===== src/rtl/comma_word_aligner.sv =====
// rtl/comma_word_aligner.sv - K28.5 comma hunt and 10b word alignment for the CDR serial stream
module comma_word_aligner #(
  parameter int          LOCK_CNT   = 3,
  parameter int          UNLOCK_CNT = 4,
  parameter logic [9:0]  K_NEG      = 10'h17C,
  parameter logic [9:0]  K_POS      = 10'h283
) (
  input  logic       clk,
  input  logic       rst,
  input  logic       Din,
  output logic [9:0] data_out,
  output logic       data_valid,
  output logic       k_flag,
  output logic       locked
);

  typedef enum logic [1:0] {
    HUNT   = 2'd0,
    VERIFY = 2'd1,
    LOCKED = 2'd2
  } state_t;

  localparam logic [3:0] LOCK_LIM   = 4'(LOCK_CNT);
  localparam logic [3:0] UNLOCK_LIM = 4'(UNLOCK_CNT);

  logic [9:0] sr;
  logic [3:0] cnt;
  state_t     state;
  state_t     state_n;
  logic [3:0] good;
  logic [3:0] good_n;
  logic [3:0] bad;
  logic [3:0] bad_n;
  logic [3:0] good_inc;
  logic [3:0] bad_inc;
  logic       comma_hit;
  logic       bnd;
  logic       take;

  // Comma decode works on the registered window, so a word is seen the edge after it completes.
  assign comma_hit = (sr == K_NEG) || (sr == K_POS);
  assign bnd       = (cnt == 4'd9);
  // Only HUNT may move the boundary; VERIFY and LOCKED just follow the counter.
  assign take      = bnd || ((state == HUNT) && comma_hit);
  assign locked    = (state == LOCKED);
  assign good_inc  = good + 4'd1;
  assign bad_inc   = bad + 4'd1;

  // Serial window: newest bit enters at the top, oldest (first received) sits in bit 0.
  always_ff @(posedge clk or posedge rst) begin
    if (rst) begin
      sr <= 10'd0;
    end else begin
      sr <= {Din, sr[9:1]};
    end
  end

  // Boundary counter and word output register; a take restarts the 10-bit frame.
  always_ff @(posedge clk or posedge rst) begin
    if (rst) begin
      cnt        <= 4'd0;
      data_out   <= 10'd0;
      data_valid <= 1'b0;
      k_flag     <= 1'b0;
    end else if (take) begin
      cnt        <= 4'd0;
      data_out   <= sr;
      data_valid <= 1'b1;
      k_flag     <= comma_hit;
    end else begin
      cnt        <= cnt + 4'd1;
      data_valid <= 1'b0;
      k_flag     <= 1'b0;
    end
  end

  // Lock FSM state and its good/bad comma counters.
  always_ff @(posedge clk or posedge rst) begin
    if (rst) begin
      state <= HUNT;
      good  <= 4'd0;
      bad   <= 4'd0;
    end else begin
      state <= state_n;
      good  <= good_n;
      bad   <= bad_n;
    end
  end

  // Next-state: count aligned commas up to lock, count misaligned commas down to loss.
  always_comb begin
    state_n = state;
    good_n  = good;
    bad_n   = bad;
    case (state)
      HUNT: begin
        if (comma_hit) begin
          good_n  = 4'd1;
          bad_n   = 4'd0;
          state_n = (LOCK_LIM == 4'd1) ? LOCKED : VERIFY;
        end
      end
      VERIFY: begin
        if (comma_hit) begin
          if (bnd) begin
            good_n = good_inc;
            if (good_inc == LOCK_LIM) begin
              state_n = LOCKED;
              bad_n   = 4'd0;
            end
          end else begin
            // Misplaced comma: drop back and let HUNT realign on the next one.
            state_n = HUNT;
            good_n  = 4'd0;
          end
        end
      end
      LOCKED: begin
        if (comma_hit) begin
          if (bnd) begin
            bad_n = 4'd0;
          end else begin
            bad_n = bad_inc;
            if (bad_inc == UNLOCK_LIM) begin
              state_n = HUNT;
              good_n  = 4'd0;
              bad_n   = 4'd0;
            end
          end
        end
      end
      default: begin
        state_n = HUNT;
        good_n  = 4'd0;
        bad_n   = 4'd0;
      end
    endcase
  end

endmodule


===== config.mk =====
export PLATFORM = sky130hd
export DESIGN_NAME = comma_word_aligner
export DESIGN_NICKNAME = d
export VERILOG_FILES = /design/src/rtl/comma_word_aligner.sv
export SDC_FILE = /design/constraint.sdc
export NUM_CORES = 1
export LEC_CHECK = 0
export BUFFER_PORTS_ARGS = -buffer_cell sky130_fd_sc_hd__buf_2
export CAP_MARGIN = 40
export CORE_MARGIN = 1
export CORE_UTILIZATION = 57
export CTS_BUF_LIST = sky130_fd_sc_hd__clkbuf_16
export DETAILED_ROUTE_END_ITERATION = 10
export PLACE_DENSITY = 0.81
export SYNTH_ARGS = -nofsm -noshare
export SYNTH_HDL_FRONTEND = slang
export SYNTH_SLANG_ARGS = --single-unit

===== constraint.sdc =====
create_clock -name clk -period 2.1 [get_ports clk]
set_input_delay 0.105 -clock clk [delete_from_list [all_inputs] [get_ports clk]]
set_output_delay 0.105 -clock clk [all_outputs]
set_load 0.005 [all_outputs]

* Word level (Yosys, flattened, before mapping) *
Cells that the tools add are included.

word-level totals
  register bits after elaboration = 36
  output and inout bits = 13

cells by class
  eq/ne operators = 15
  reductions and logical operators = 7
  $add $sub $neg = 3
  multiplexer cells = 26

operator list
  cell                                                                    number
  4-bit two-way mux                                                       14
  4-bit case mux with 3 select lines                                      2
  2-bit two-way mux                                                       7
  4-bit by 1-bit adder with 4-bit output, second input constant           3
  10-bit equality test, second input constant                             1
  10-bit by 9-bit equality test with 1-bit output, second input constant  1
  2-bit != test, second input constant                                    5
  5-bit AND reduction                                                     2
  2-bit case mux with 3 select lines                                      1
  6-bit AND reduction                                                     1
  4-bit by 2-bit equality test with 1-bit output, second input constant   1
  4-bit by 3-bit equality test with 1-bit output, second input constant   1
  4-bit equality test, second input constant                              1
  2-bit by 1-bit != test with 1-bit output, second input constant         2
  3-bit != test, second input constant                                    1
  2-bit by 1-bit equality test with 1-bit output, second input constant   1
  2-bit equality test, second input constant                              1
  2-bit zero test                                                         1
  1-bit logical OR                                                        2
  1-bit two-way mux                                                       2
  1-bit logical AND                                                       1

* Logic depth before layout (Yosys ltp) *
  depth after elaboration = 6
  gate-level depth with buffers = 8
  gate-level depth less buffers = 7

* Least setup slack after synthesis *
Ideal clock, no wire load.

  path type = register -> register
  start point = register sr[1]
  end point = register data_out[0]
  path slack = 237 ps
  library setup time = 127 ps
  arrival = 1736 ps
  stages on the path, launching flop included = 7
  period minus slack after synthesis = 1863 ps
  required time = 1973 ps
  cells stage by stage = dfrtp_1 -> and4bb_1 -> and4bb_1 -> a31oi_4 -> o31ai_4 -> buf_6 -> mux2_1

on the way
  longest elaborated chain between the ends = 4

ends and longest elaborated chain
  element                                                                                         RTL line  source
  start, declared                                                                                 26        logic [9:0] sr;
  start signal, assigned                                                                          54        sr <= {Din, sr[9:1]};
  10-bit by 9-bit equality test with 1-bit output / 10-bit equality test (equally long branches)  41        assign comma_hit = (sr == K_NEG) || (sr == K_POS);
  1-bit logical OR *                                                                              41
  1-bit logical AND *                                                                             44        assign take = bnd || ((state == HUNT) && comma_hit);
  1-bit logical OR *                                                                              44
  named net take                                                                                  38        logic take;
  end signal, assigned                                                                            67        data_out <= sr;
  end, declared                                                                                   11        output logic [9:0] data_out,

The timed path passes the listed nets; every way through them passes the cells marked *.
A chain may end at the register's enable or synchronous reset.

* Worst setup path in the final report *
  start point = register bad[0]
  end point = register good[0]

on the way
  longest elaborated chain between the ends = 4

ends and longest elaborated chain
  element                                             RTL line  source
  start, declared                                     32        logic [3:0] bad;
  start signal, assigned                              86        bad <= bad_n;
  4-bit by 1-bit adder with 4-bit output              47        assign bad_inc = bad + 4'd1;
  4-bit by 3-bit equality test with 1-bit output      124       if (bad_inc == UNLOCK_LIM) begin
  2-bit by 1-bit != test with 1-bit output (no line)  n/a
  5-bit AND reduction (no line)                       n/a
  end signal, assigned                                85        good <= good_n;
  end, declared                                       30        logic [3:0] good;

Every way passes these cells.

==> results.toml <==
[synthesis]
synth_cell_types = 46
synth_adder_area_share = 0.0389
syn_area_um2 = 1610
ys_seq_area_frac = 0.561
syn-instance-count = 128
synth_compound_area_frac = 0.121
synthSimpleGateAreaFrac = 0.139
muxShareOfSynthArea = 0.0974
synth-xor-area-share = 0.0109
synthFlopType = "dfrtp_1"
syn_area_per_cell_um2 = 12.6
syn-num-nets = 136
synth_top_area_share = 0.561
synth_seq_cells = 36
yosysTopAreaCell = "dfrtp_1"
async_flop_share = 1.00
ys_top_cells_by_area = "dfrtp_1 56%, mux2_2 5.6%, ha_1 3.9%"
synth-edff-count = 0
synth.yosys.warnings = 0
synth_top_family_by_area = "simple AND/OR/NAND/NOR gates"

[sta]
drv_slew = 0
period_share = 0.941
relSlewSlack = 0.709
hold_viol_final = 0
final.setup_skew_ns = 0.00580
timing.fmax_mhz = 506
worst_slew_pin_slew_ns = 0.437
period_minus_slack_ns = 1.98
rsz0062_at_grt = "false"
setup_tns_ns = 0
setup-violations-final = 0

[worst_setup_path]
crit_required_ns = 2.25
cp-endpoint = "good[0]"
cp-end-kind = "register"
timing.rr.end = "good[0]"
cp.arrival_ns = 2.13
rr_startpoint = "bad[0]"
r2r_slack_ns = 0.12
crit_type = "register to register"
r2r_cells = 5
setup.worst_path.start = "bad[0]"
startpoint_type = "register"
crit_fanout = 4

[routing]
via_count = 1080
routed_wl_um = 2720
viasPerCell = 5.90
wl_per_cell_um = 14.8
ant_nets = 0
drt_iter0_drc = 11
first_pass_iters = 4
drc_errors = 0

[global_route]
grt_max_degree = 37
grt_pass1_wl_um = 4340
grt_overflow = 0
grt_pass1_vias = 1008
grt_use_total = 0.219
antenna_found_initial = 0

[cells_and_area]
drive_gt1_frac = 0.275
final_core_util = 0.743
stdcell_count = 183
multi_input_area_um2 = 666
seq_area_um2 = 901
finish.net_count = 160
syn_to_final_growth_pct = 18.8
fin_area_um2 = 1910
antenna_cells = 0
num-fill-cells = 192

[power]
leakage_nw = 0.865
peakVddDrop_uv = 999
power_density_nw_per_um2 = 1100

[cts]
cts_setup_buffers = 0
clock-sinks = 36
clk_path_buf_depth = 2
htree_levels = 2
clkLatencyLatePin_ns = 0.28
cts_tree = "done"
cts_root_buf = "clkbuf_16"
clkTransAtPathRegs_ns = 0.05
cts-buffers-inserted = 5

[floorplanning]
die_h_um = 55.1
die_w_um = 55.1
fp.dieArea_um2 = 3030
start_util = 0.626
core_region_area_um2 = 2570
rows = 18
io_pins = 16

[placed_design]
placed_cell_area_um2 = 1730
io_buffers = 15
place.gp.congestion = 0.832
hpwlAfterDp_um = 1890
place_inst = 173

[worst_hold_path]
hold_path_class = "register to register"

[status]
status = "finished, final reports clean"

[run]
cap_violations = 0
## synthesized netlist by cell type (2+ instances only)
library cell and count:
mux2_2 8, and3_1 2, a21boi_0 2, mux2_1 5, dfrtp_1 36, nand2_1 7, a211oi_1 3, ha_1 5
nand3_1 5, and4bb_1 2, o22ai_1 2, inv_1 8, nor2_1 8, nor2b_1 3
## state kept, by name, summed over array words and instances, names as in the netlist
| signal | count |
|---|---|
| k_flag | 1 |
| data_out | 10 |
| bad | 4 |
| good | 4 |
| data_valid | 1 |
| sr | 10 |
| cnt | 4 |
| state | 2 |
## worst max-delay path, stage by stage (launching register included)
cell and delay [ns]:
dfrtp_1 0.39, ha_1 0.20, or3b_2 0.49, o21ai_2 0.21, a21bo_2 0.29, mux2_2 0.28
## metal layers
metal	track usage	vias to the layer above	part of all wire
met5	0	-	0
met2	0.361	26	0.50
met3	0.0656	6	0.040
met1	0.244	537	0.43
li1	-	511	-
met4	0.142	0	0.025
## metrics by stage
| stage | hold WS, ns | worst slack, ns | power [W] |
|---|---|---|---|
| floorplan | 0.136 | 0.237 | 0.00124 |
| global placement | 0.213 | 0.169 | 0.00140 |
| detailed placement | 0.214 | 0.0414 | 0.00143 |
| CTS | 0.415 | 0.0367 | 0.00214 |
| global route | 0.430 | 0.0460 | 0.00224 |
| finish | 0.413 | 0.125 | 0.00211 |
## cell usage in the layout, fill, tap and decap left out, types with 2 or more instances in the layout
cell type / Yosys / final
a211oi_1: 3 / 3
a21boi_0: 2 / 2
and3_1: 2 / 2
and4bb_1: 2 / 2
buf_2: 1 / 15
buf_4: 0 / 2
clkbuf_16: 0 / 5
clkinv_2: 0 / 2
dfrtp_1: 36 / 36
dlygate4sd3_1: 0 / 2
ha_1: 5 / 5
inv_1: 8 / 8
mux2_1: 5 / 5
mux2_2: 8 / 8
nand2_1: 7 / 7
nand3_1: 5 / 5
nor2_1: 8 / 8
nor2b_1: 3 / 3
o22ai_1: 2 / 2
## worst min-delay path by stage
stage | endpoint | cells after the start | start
floorplan | sr[9] | 0 | Din
global placement | sr[9] | 1 | Din
detailed placement | sr[9] | 1 | Din
CTS | sr[8] | 0 | sr[9]
global route | sr[6] | 0 | sr[7]
finish | sr[1] | 0 | sr[2]
## power breakdown
part           internal (W)  switching, W
Sequential         0.000846     0.0000856
Combinational      0.000265      0.000212
Clock              0.000436      0.000262
Total               0.00155      0.000560
## cell families (layout without fill, tap and decap cells)
family / after synthesis / in the layout
adder cells (fa/ha/maj): 5 / 5
AND/OR/NAND/NOR: 38 / 38
AO/OA/AOI/OAI: 22 / 22
flip-flops: 36 / 36
buffers and inverters: 11 / 36
multiplexers: 14 / 14
XOR/XNOR: 2 / 2
## repair_timing
item                                    in CTS  in global routing
resized for setup                            0                  2
hold endpoints to repair                    37                  0
hold buffers                                 2                  0
endpoints found under the setup margin       0                  1
## cell type report
type | count | share of cell area
clock buffers | 5 | 0.0656
inverters | 8 | 0.0157
clock inverters | 3 | 0.00984
flip-flops and latches | 36 | 0.472
well taps | 30 | 0.0197
repair buffers | 20 | 0.0682
multi-input cells | 81 | 0.349
No activity file was read; power rests on OpenSTA's default activity.
